$ cat src/rtl/spi_burst_ram_if.sv
// SPI-style serial bus between a host and spi_burst_ram.
//
// Signals:
//   SS_n - slave select, active-low; one command per low period
//   MOSI - serial data from host, MSB first
//   MISO - serial read data from the RAM, registered
//   busy - RAM frame engine is not idle
//   err  - one-cycle pulse on a frame or address error
//
// The master modport is the host side and the slave modport is the RAM side.
interface spi_burst_ram_if;
    logic SS_n;
    logic MOSI;
    logic MISO;
    logic busy;
    logic err;

    modport master (
        output SS_n,
        output MOSI,
        input  MISO,
        input  busy,
        input  err
    );

    modport slave (
        input  SS_n,
        input  MOSI,
        output MISO,
        output busy,
        output err
    );
endinterface

$ cat src/rtl/spi_burst_ram.sv
// Serial-access RAM with burst write and burst read.
//
// A frame starts with a 2-bit command, MSB first:
//   00 - load the write pointer from the following ADDR_SIZE address bits
//   01 - burst write: every DATA_WIDTH bits form one word, written at wptr, wptr advances
//   10 - load the read pointer from the following ADDR_SIZE address bits
//   11 - burst read: words from rptr are shifted out on MISO MSB first, rptr advances
// The host ends a frame by raising SS_n. Pointers wrap from MEM_DEPTH-1 to 0.
//
// Ports:
//   clk - single clock, all state changes on the rising edge
//   rst - asynchronous active-high reset (memory contents are kept)
//   bus - slave side of spi_burst_ram_if (SS_n, MOSI in; MISO, busy, err out)
module spi_burst_ram #(
    parameter int unsigned MEM_DEPTH  = 256,
    parameter int unsigned ADDR_SIZE  = 8,
    parameter int unsigned DATA_WIDTH = 8
) (
    input logic            clk,
    input logic            rst,
    spi_burst_ram_if.slave bus
);

    localparam int unsigned MaxBits  = (ADDR_SIZE > DATA_WIDTH) ? ADDR_SIZE : DATA_WIDTH;
    localparam int unsigned CntWidth = $clog2(MaxBits);

    localparam logic [CntWidth-1:0]  AddrLast = CntWidth'(ADDR_SIZE - 1);
    localparam logic [CntWidth-1:0]  DataLast = CntWidth'(DATA_WIDTH - 1);
    localparam logic [ADDR_SIZE-1:0] PtrLast  = ADDR_SIZE'(MEM_DEPTH - 1);

    typedef enum logic [2:0] {
        StIdle,
        StCmd,
        StWaddr,
        StWdata,
        StRaddr,
        StRdata
    } state_e;

    // Storage; deliberately not reset.
    logic [DATA_WIDTH-1:0] mem [MEM_DEPTH];

    state_e                state_q, state_d;
    logic [CntWidth-1:0]   cnt_q, cnt_d;
    logic                  cmd_hi_q, cmd_hi_d;
    logic [ADDR_SIZE-2:0]  addr_sh_q, addr_sh_d;
    logic                  addr_done_q, addr_done_d;
    logic [DATA_WIDTH-2:0] wsh_q, wsh_d;
    logic [DATA_WIDTH-2:0] rsh_q, rsh_d;
    logic                  miso_q, miso_d;
    logic                  err_q, err_d;
    logic [ADDR_SIZE-1:0]  wptr_q, wptr_d;
    logic [ADDR_SIZE-1:0]  rptr_q, rptr_d;

    logic                  ss_n;
    logic                  mosi;
    logic [ADDR_SIZE-1:0]  addr_full;
    logic                  addr_ok;
    logic [DATA_WIDTH-1:0] word_full;
    logic [DATA_WIDTH-1:0] rd_word;
    logic [ADDR_SIZE-1:0]  wptr_inc;
    logic [ADDR_SIZE-1:0]  rptr_inc;
    logic                  mem_we;

    assign ss_n = bus.SS_n;
    assign mosi = bus.MOSI;

    // Complete address/word including the bit being sampled on this edge.
    assign addr_full = {addr_sh_q, mosi};
    assign addr_ok   = 32'(addr_full) < MEM_DEPTH;
    assign word_full = {wsh_q, mosi};

    // Zero-latency read: the word at rptr is available to the shift register on the same edge.
    assign rd_word = mem[rptr_q];

    assign wptr_inc = (wptr_q == PtrLast) ? '0 : wptr_q + 1'b1;
    assign rptr_inc = (rptr_q == PtrLast) ? '0 : rptr_q + 1'b1;

    always_comb begin
        state_d     = state_q;
        cnt_d       = cnt_q;
        cmd_hi_d    = cmd_hi_q;
        addr_sh_d   = addr_sh_q;
        addr_done_d = addr_done_q;
        wsh_d       = wsh_q;
        rsh_d       = rsh_q;
        miso_d      = 1'b0;
        err_d       = 1'b0;
        wptr_d      = wptr_q;
        rptr_d      = rptr_q;
        mem_we      = 1'b0;

        if (ss_n) begin
            // Frame end (or no frame): drop everything partial.
            state_d     = StIdle;
            cnt_d       = '0;
            cmd_hi_d    = 1'b0;
            addr_sh_d   = '0;
            addr_done_d = 1'b0;
            wsh_d       = '0;
            rsh_d       = '0;
            // Truncated command or partial address/word is an error; a read may stop anywhere.
            if (state_q == StCmd) begin
                err_d = 1'b1;
            end else if ((state_q == StWaddr || state_q == StRaddr || state_q == StWdata) &&
                         cnt_q != '0) begin
                err_d = 1'b1;
            end
        end else begin
            unique case (state_q)
                StIdle: begin
                    cmd_hi_d = mosi;
                    state_d  = StCmd;
                end

                StCmd: begin
                    cnt_d       = '0;
                    addr_done_d = 1'b0;
                    unique case ({cmd_hi_q, mosi})
                        2'b00: state_d = StWaddr;
                        2'b01: state_d = StWdata;
                        2'b10: state_d = StRaddr;
                        2'b11: begin
                            state_d = StRdata;
                            rsh_d   = rd_word[DATA_WIDTH-2:0];
                            miso_d  = rd_word[DATA_WIDTH-1];
                            rptr_d  = rptr_inc;
                        end
                    endcase
                end

                StWaddr, StRaddr: begin
                    // Once the address is taken, further bits are ignored until SS_n rises.
                    if (!addr_done_q) begin
                        if (cnt_q == AddrLast) begin
                            cnt_d       = '0;
                            addr_sh_d   = '0;
                            addr_done_d = 1'b1;
                            if (!addr_ok) begin
                                err_d = 1'b1;
                            end else if (state_q == StWaddr) begin
                                wptr_d = addr_full;
                            end else begin
                                rptr_d = addr_full;
                            end
                        end else begin
                            addr_sh_d = addr_full[ADDR_SIZE-2:0];
                            cnt_d     = cnt_q + 1'b1;
                        end
                    end
                end

                StWdata: begin
                    if (cnt_q == DataLast) begin
                        mem_we = 1'b1;
                        wptr_d = wptr_inc;
                        cnt_d  = '0;
                        wsh_d  = '0;
                    end else begin
                        wsh_d = word_full[DATA_WIDTH-2:0];
                        cnt_d = cnt_q + 1'b1;
                    end
                end

                StRdata: begin
                    // cnt_q counts bits already shown after the MSB; at DataLast bit 0 is on MISO.
                    if (cnt_q == DataLast) begin
                        rsh_d  = rd_word[DATA_WIDTH-2:0];
                        miso_d = rd_word[DATA_WIDTH-1];
                        rptr_d = rptr_inc;
                        cnt_d  = '0;
                    end else begin
                        miso_d = rsh_q[DATA_WIDTH-2];
                        rsh_d  = rsh_q << 1;
                        cnt_d  = cnt_q + 1'b1;
                    end
                end

                default: state_d = StIdle;
            endcase
        end
    end

    always_ff @(posedge clk or posedge rst) begin
        if (rst) begin
            state_q <= StIdle;
        end else begin
            state_q <= state_d;
        end
    end

    always_ff @(posedge clk or posedge rst) begin
        if (rst) begin
            cnt_q       <= '0;
            cmd_hi_q    <= 1'b0;
            addr_sh_q   <= '0;
            addr_done_q <= 1'b0;
            wsh_q       <= '0;
            rsh_q       <= '0;
            miso_q      <= 1'b0;
            err_q       <= 1'b0;
            wptr_q      <= '0;
            rptr_q      <= '0;
        end else begin
            cnt_q       <= cnt_d;
            cmd_hi_q    <= cmd_hi_d;
            addr_sh_q   <= addr_sh_d;
            addr_done_q <= addr_done_d;
            wsh_q       <= wsh_d;
            rsh_q       <= rsh_d;
            miso_q      <= miso_d;
            err_q       <= err_d;
            wptr_q      <= wptr_d;
            rptr_q      <= rptr_d;
        end
    end

    always_ff @(posedge clk) begin
        if (mem_we) begin
            mem[wptr_q] <= word_full;
        end
    end

    assign bus.MISO = miso_q;
    assign bus.busy = (state_q != StIdle);
    assign bus.err  = err_q;

endmodule

$ cat src/flat_wrapper.sv
// flat-port wrapper written by rule: the top's interface ports become plain ports
module spi_burst_ram_flat 
#(
    parameter int unsigned MEM_DEPTH  = 256,
    parameter int unsigned ADDR_SIZE  = 8,
    parameter int unsigned DATA_WIDTH = 8
)
  (clk, rst, bus_SS_n, bus_MOSI, bus_MISO, bus_busy, bus_err);
  spi_burst_ram_if bus_i ();
  input logic clk;
  input logic rst;
  input wire logic [$bits(bus_i.SS_n)-1:0] bus_SS_n;
  input wire logic [$bits(bus_i.MOSI)-1:0] bus_MOSI;
  output wire logic [$bits(bus_i.MISO)-1:0] bus_MISO;
  output wire logic [$bits(bus_i.busy)-1:0] bus_busy;
  output wire logic [$bits(bus_i.err)-1:0] bus_err;
  assign bus_i.SS_n = bus_SS_n;
  assign bus_i.MOSI = bus_MOSI;
  assign bus_MISO = bus_i.MISO;
  assign bus_busy = bus_i.busy;
  assign bus_err = bus_i.err;
  spi_burst_ram #(.MEM_DEPTH(MEM_DEPTH), .ADDR_SIZE(ADDR_SIZE), .DATA_WIDTH(DATA_WIDTH)) u_core (.clk(clk), .rst(rst), .bus(bus_i));
endmodule
$ cat config.mk
export PLATFORM = sky130hd
export DESIGN_NAME = spi_burst_ram_flat
export DESIGN_NICKNAME = d
export VERILOG_FILES = /design/src/rtl/spi_burst_ram_if.sv /design/src/rtl/spi_burst_ram.sv /design/src/flat_wrapper.sv
export SDC_FILE = /design/constraint.sdc
export NUM_CORES = 2
export LEC_CHECK = 0
export ABC_AREA = 1
export CAP_MARGIN = 10
export CORE_MARGIN = 5
export CORE_UTILIZATION = 55
export CTS_CLUSTER_SIZE = 40
export DETAILED_ROUTE_END_ITERATION = 12
export PLACE_DENSITY = 0.7
export SLEW_MARGIN = 20
export SYNTH_ARGS = -nofsm -noshare
export SYNTH_HDL_FRONTEND = slang
export SYNTH_SLANG_ARGS = --single-unit
$ cat constraint.sdc
create_clock -name clk -period 6.4 [get_ports clk]
set_clock_uncertainty 0.1 [all_clocks]
set_input_delay 0.96 -clock clk [delete_from_list [all_inputs] [get_ports clk]]
set_output_delay 0.96 -clock clk [all_outputs]
set_load 0.02 [all_outputs]
After elaboration in Yosys (flattened, before gate mapping)
Memories as Yosys holds them, arrays and structs flattened.
Index checks and enable logic that the tools add are counted.
W data, S select, Z words.
- bits in writable memories: 2048
- output and inout bits: 3
- memories kept: 1
- word-level logic and storage cells: 109
- bits of input ports: 4
- register bits after elaboration: 47
- multiplexer cells: 48
- equal/unequal tests: 22
- reduce and logical (&&, ||, !) cells: 23
- bitwise logic cells: 1
- $add $sub $neg: 3
- memory list (name ; words ; width ; read ports ; clocked after memory_dff ; wr ports ; RTL line ; text):
    u_core.mem ; 256 ; 8 ; 1 ; 0 ; 1 ; spi_burst_ram.sv:41 ; logic [DATA_WIDTH-1:0] mem [MEM_DEPTH];
- operators with widths (operator ; count):
    $mux W8 ; 11
    $mux W7 ; 10
    $pmux W8 S3 ; 1
    $pmux W3 S3 ; 2
    $add A8 B1 Y8 const B ; 2
    $eq A8 B8 Y1 const B ; 2
    $pmux W8 S2 ; 1
    $mux W1 ; 15
    $reduce_bool A3 Y1 ; 5
    $pmux W7 S2 ; 1
    $mux W3 ; 4
    $pmux W3 S4 ; 1
    $ne A2 B2 Y1 const B ; 5
    $eq A3 B3 Y1 const B ; 3
    $ne A2 B1 Y1 const B ; 4
    $reduce_bool A2 Y1 ; 4
    $reduce_and A7 Y1 ; 1
    $eq A3 B2 Y1 const B ; 2
    $ne A3 B3 Y1 const B ; 2
    $reduce_and A2 Y1 ; 3
    $reduce_and A6 Y1 ; 1
    $eq A2 B2 Y1 const B ; 2
    $pmux W1 S2 ; 2
    $reduce_bool A4 Y1 ; 1
    10 further kinds ; 12

Depth between registers and ports, before layout
- depth in word-level cells: 7
- mapped depth: 19
- gate-level depth less buffers: 15

Worst setup path before layout
Ideal clock, no wire load.
- path type: register -> register
- from: reg u_core.wsh_q[6]
- to: mem u_core.mem[0][7] (data pin)
- stages on the path, launching flop included: 1
- data required time: 5.496 ns
- path slack: 2.313 ns
- clock period less this slack: 4.087 ns
- arrival time: 3.184 ns
- path buffers: 0
- library setup time: 0.804 ns
- cell sequence: dfrtp_1
- RTL lines (what ; RTL line ; text):
    from (decl) ; spi_burst_ram.sv:48 ; logic [DATA_WIDTH-2:0] wsh_q, wsh_d;
    from (signal assigned) ; spi_burst_ram.sv:209 ; wsh_q <= wsh_d;
    to (decl) ; spi_burst_ram.sv:41 ;
Straight into the memory's write port.

Worst setup path after layout
- from: reg u_core.rptr_q[1]
- to: reg u_core.rsh_q[1]
- cells in the longest elaborated chain, start to end: 4
- elaborated cells on any way between the ends: 5
- classes of those cells: mux (4); memory (1)
- ends and longest elaborated chain (what ; RTL line ; text):
    from (decl) ; spi_burst_ram.sv:53 ; logic [ADDR_SIZE-1:0] rptr_q, rptr_d;
    from (signal assigned) ; spi_burst_ram.sv:214 ; rptr_q <= rptr_d;
    $mem_v2 Z256 W8 (*) ; - ;
    $mux W7, on equally long branches ; spi_burst_ram.sv:167, spi_burst_ram.sv:119 ;
    $pmux W7 S2 (*) ; spi_burst_ram.sv:110 ; unique case (state_q)
    $mux W7 (*) ; spi_burst_ram.sv:93 ; if (ss_n) begin
    to (signal assigned) ; spi_burst_ram.sv:210 ; rsh_q <= rsh_d;
    to (decl) ; spi_burst_ram.sv:49 ; logic [DATA_WIDTH-2:0] rsh_q, rsh_d;
Mark *: on every way between the ends. The rest lies on a longest branch, timed or not. The select of a mux whose other input is x is not followed.
A chain may end at the register's enable or synchronous reset.

==> results.json <==
{
  "status": "complete, no violations",
  "yosys_warnings": 0,
  "area_growth_pct": 9.11,
  "hp-start": "u_core.rsh_q[4]$_DFFE_PP0P_",
  "clock_latency_ns": 0.84,
  "p_leak_nw": 33.0,
  "cts_tree": "built",
  "grt_start_max_net_pins": 193,
  "drt_wl_total_um": 230000,
  "finalSetupViolCount": 0,
  "yosysMostFrequentCell": "edfxtp_1",
  "synth_area_leaders": "edfxtp_1, nand2_1, nand3_1, nor2_1, o21ai_0",
  "power_density_mw_per_mm2": 428,
  "n_fill_cell": 11800,
  "dr.pass1.iters": 6,
  "criticalPathCategory": "reg2reg",
  "cts.htree.levels": 4,
  "clockBufferDepth": 3,
  "r2r-start": "u_core.rptr_q[1]$_DFFE_PP0P_",
  "grt_pass1_vias": 54300,
  "drive_gt1_frac": 0.0674,
  "synthTopCellsByCount": "edfxtp_1, nand2_1, nand3_1",
  "die_area_mm2": 0.165,
  "port_buffers": 6,
  "gp_congestion": 0.903,
  "ioPinCount": 7,
  "rsz0062_at_grt": "false",
  "drc_errors": 0,
  "wl_per_cell_um": 24.7,
  "multi_input_area_mm2": 0.0201,
  "post-route-util": 0.603,
  "grt_overflow": 0,
  "clk_pin_slew_ns": 0.06,
  "post_cts_buffers": 0,
  "peakVddDrop_v": 0.000441,
  "numCtsBuffers": 203,
  "final_nets": 7082,
  "dp_slack_ns": 2.01,
  "fin_crit_sh": 0.705,
  "cts_num_sinks": 2095,
  "cp.arrival_ns": 5.13,
  "crit_path_end_kind": "register",
  "relSlewSlack": 0.197,
  "via_per_inst": 6.14,
  "finalInstanceArea_mm2": 0.0939,
  "required_ns": 7.02,
  "start_util": 0.552,
  "syn_inst": 7259,
  "drt_iter0_drc": 8283,
  "maxCapViolations": 0,
  "synth_flop_cell": "edfxtp_1",
  "ys_seq_elements": 2095,
  "postPlaceCellArea_mm2": 0.0871,
  "synth-seq-area-share": 0.728,
  "ctsHoldBuffers": 0,
  "worstPathMaxFanout": 112,
  "fin_ws_ns": 1.89,
  "synth-edff-count": 2048,
  "cts-resized-gates": 0,
  "synth_nets": 7271,
  "report.final.slew_viol_count": 0,
  "hold_class": "reg2reg",
  "worst_pin_slew_ns": 1.20,
  "synth_top_area_share": 0.714,
  "synth_top_area_cell": "edfxtp_1",
  "synth.distinct_cells": 43,
  "antenna_left": 0,
  "cts_root_buf": "clkbuf_16",
  "coreArea_mm2": 0.156,
  "cp-startpoint": "u_core.rptr_q[1]$_DFFE_PP0P_",
  "die_x_um": 406,
  "grt_usage": 0.276,
  "whs_ns": 0.395,
  "dp_hpwl_um": 124000,
  "max_freq_ghz": 0.222,
  "synthArstFlopShare": 0.0224,
  "antenna_found_initial": 11,
  "start_kind": "register",
  "rows": 145,
  "min_period_ns": 4.51,
  "grt_pass1_wl_um": 340000,
  "post_synth.cell_area_avg_um2": 11.9,
  "tns_ns": 0,
  "seq_area_mm2": 0.0627,
  "synth.cell_area_mm2": 0.0861,
  "die-height_um": 406,
  "vias": 57100,
  "hold_viol": 0
}
[sequential cells by signal, indices dropped and copies added (netlist names)]
name                count
u_core.addr_done_q      1
u_core.addr_sh_q        7
u_core.bus.MISO         1
u_core.bus.err          1
u_core.cmd_hi_q         1
u_core.cnt_q            3
u_core.mem           2048
u_core.rptr_q           8
u_core.rsh_q            7
u_core.state_q          3
u_core.wptr_q           8
u_core.wsh_q            7
[final timing paths]
check                                              end  slack, ns  depth (start not counted)
setup / recovery           u_core.rsh_q[1]$_DFFE_PP0P_       1.89                         15
hold / removal             u_core.rsh_q[4]$_DFFE_PP0P_       0.39                          2
setup reg to reg           u_core.rsh_q[1]$_DFFE_PP0P_       1.89                         15
hold reg to reg            u_core.rsh_q[4]$_DFFE_PP0P_       0.39                          2
max in group asynchronous  u_core.wsh_q[6]$_DFFE_PP0P_       4.97                          2
min in group asynchronous  u_core.cnt_q[1]$_DFFE_PP0P_       0.59                          2
[through the flow]
step / power [mW] / instances
floorplan: 24.1 / 7259
global placement: 27.8 / 8921
detailed placement: 28.0 / 8922
CTS: 39.9 / 9297
global route: 41.8 / 9298
finish: 40.2 / 9304
[critical path: stages, from the launching register on]
cell,delay [ns]
dfrtp_4,0.81
inv_8,0.78
buf_12,0.41
nand3_1,0.12
nand3_1,0.10
nand2_1,0.07
nand2_1,0.06
nand2_1,0.14
o21ai_0,0.95
o21ai_1,0.11
nand2_1,0.09
nand2_1,0.11
nor2_1,0.17
nand2_1,0.07
nand2_1,0.06
nand2_1,0.04
[logic make-up (layout without fill, tap and decap cells)]
group | after synthesis | in the layout | synth area share
and+or+nand+nor | 3646 | 3646 | 0.178
buffers and inverters | 689 | 670 | 0.0400
DFF | 2095 | 2095 | 0.728
xor gates and xnor gates | 1 | 1 | 0.000102
muxes | 1 | 1 | 0.000131
AOI/OAI and AO/OA | 819 | 819 | 0.0521
other | 0 | 6 | 0
adders and majority gates | 8 | 8 | 0.00116
[cells in the final DEF (no fill, tap or decap), types with 30 or more instances in the layout]
cell type	count
edfxtp_1	2048
nand2_1	1628
nand3_1	1193
nor2_1	750
o21ai_0	458
clkbuf_16	208
inv_1	190
o22ai_1	159
a21oi_1	88
buf_4	61
clkinv_2	50
o211ai_1	49
o21ai_1	41
clkinv_1	36
dfrtp_1	35
clkbuf_1	30
[per-layer routing]
metal	global-route usage	wire length [µm]	vias up
met2	0.425	105000	3510
met1	0.385	88900	27700
li1	-	-	25400
met4	0.116	9620	8
met3	0.0597	26300	529
met5	0	54	-
[area by class of cell]
| type | count | share of cell area |
|---|---|---|
| well taps | 2058 | 0.0274 |
| clock buffers | 245 | 0.0576 |
| multi-input cells | 4475 | 0.214 |
| clock inverters | 130 | 0.0143 |
| diodes | 6 | 0.000160 |
| flip-flops and latches | 2095 | 0.668 |
| repair buffers | 92 | 0.0109 |
| inverters | 203 | 0.00848 |
[power breakdown]
| group | leakage, nW | total (mW) | switching [mW] | internal, mW |
|---|---|---|---|---|
| clock network | 3.31 | 12.1 | 5.10 | 6.96 |
| registers | 19.8 | 15.3 | 0.329 | 14.9 |
| logic | 9.95 | 12.8 | 9.50 | 3.34 |
No activity file was read; power rests on OpenSTA's default activity.
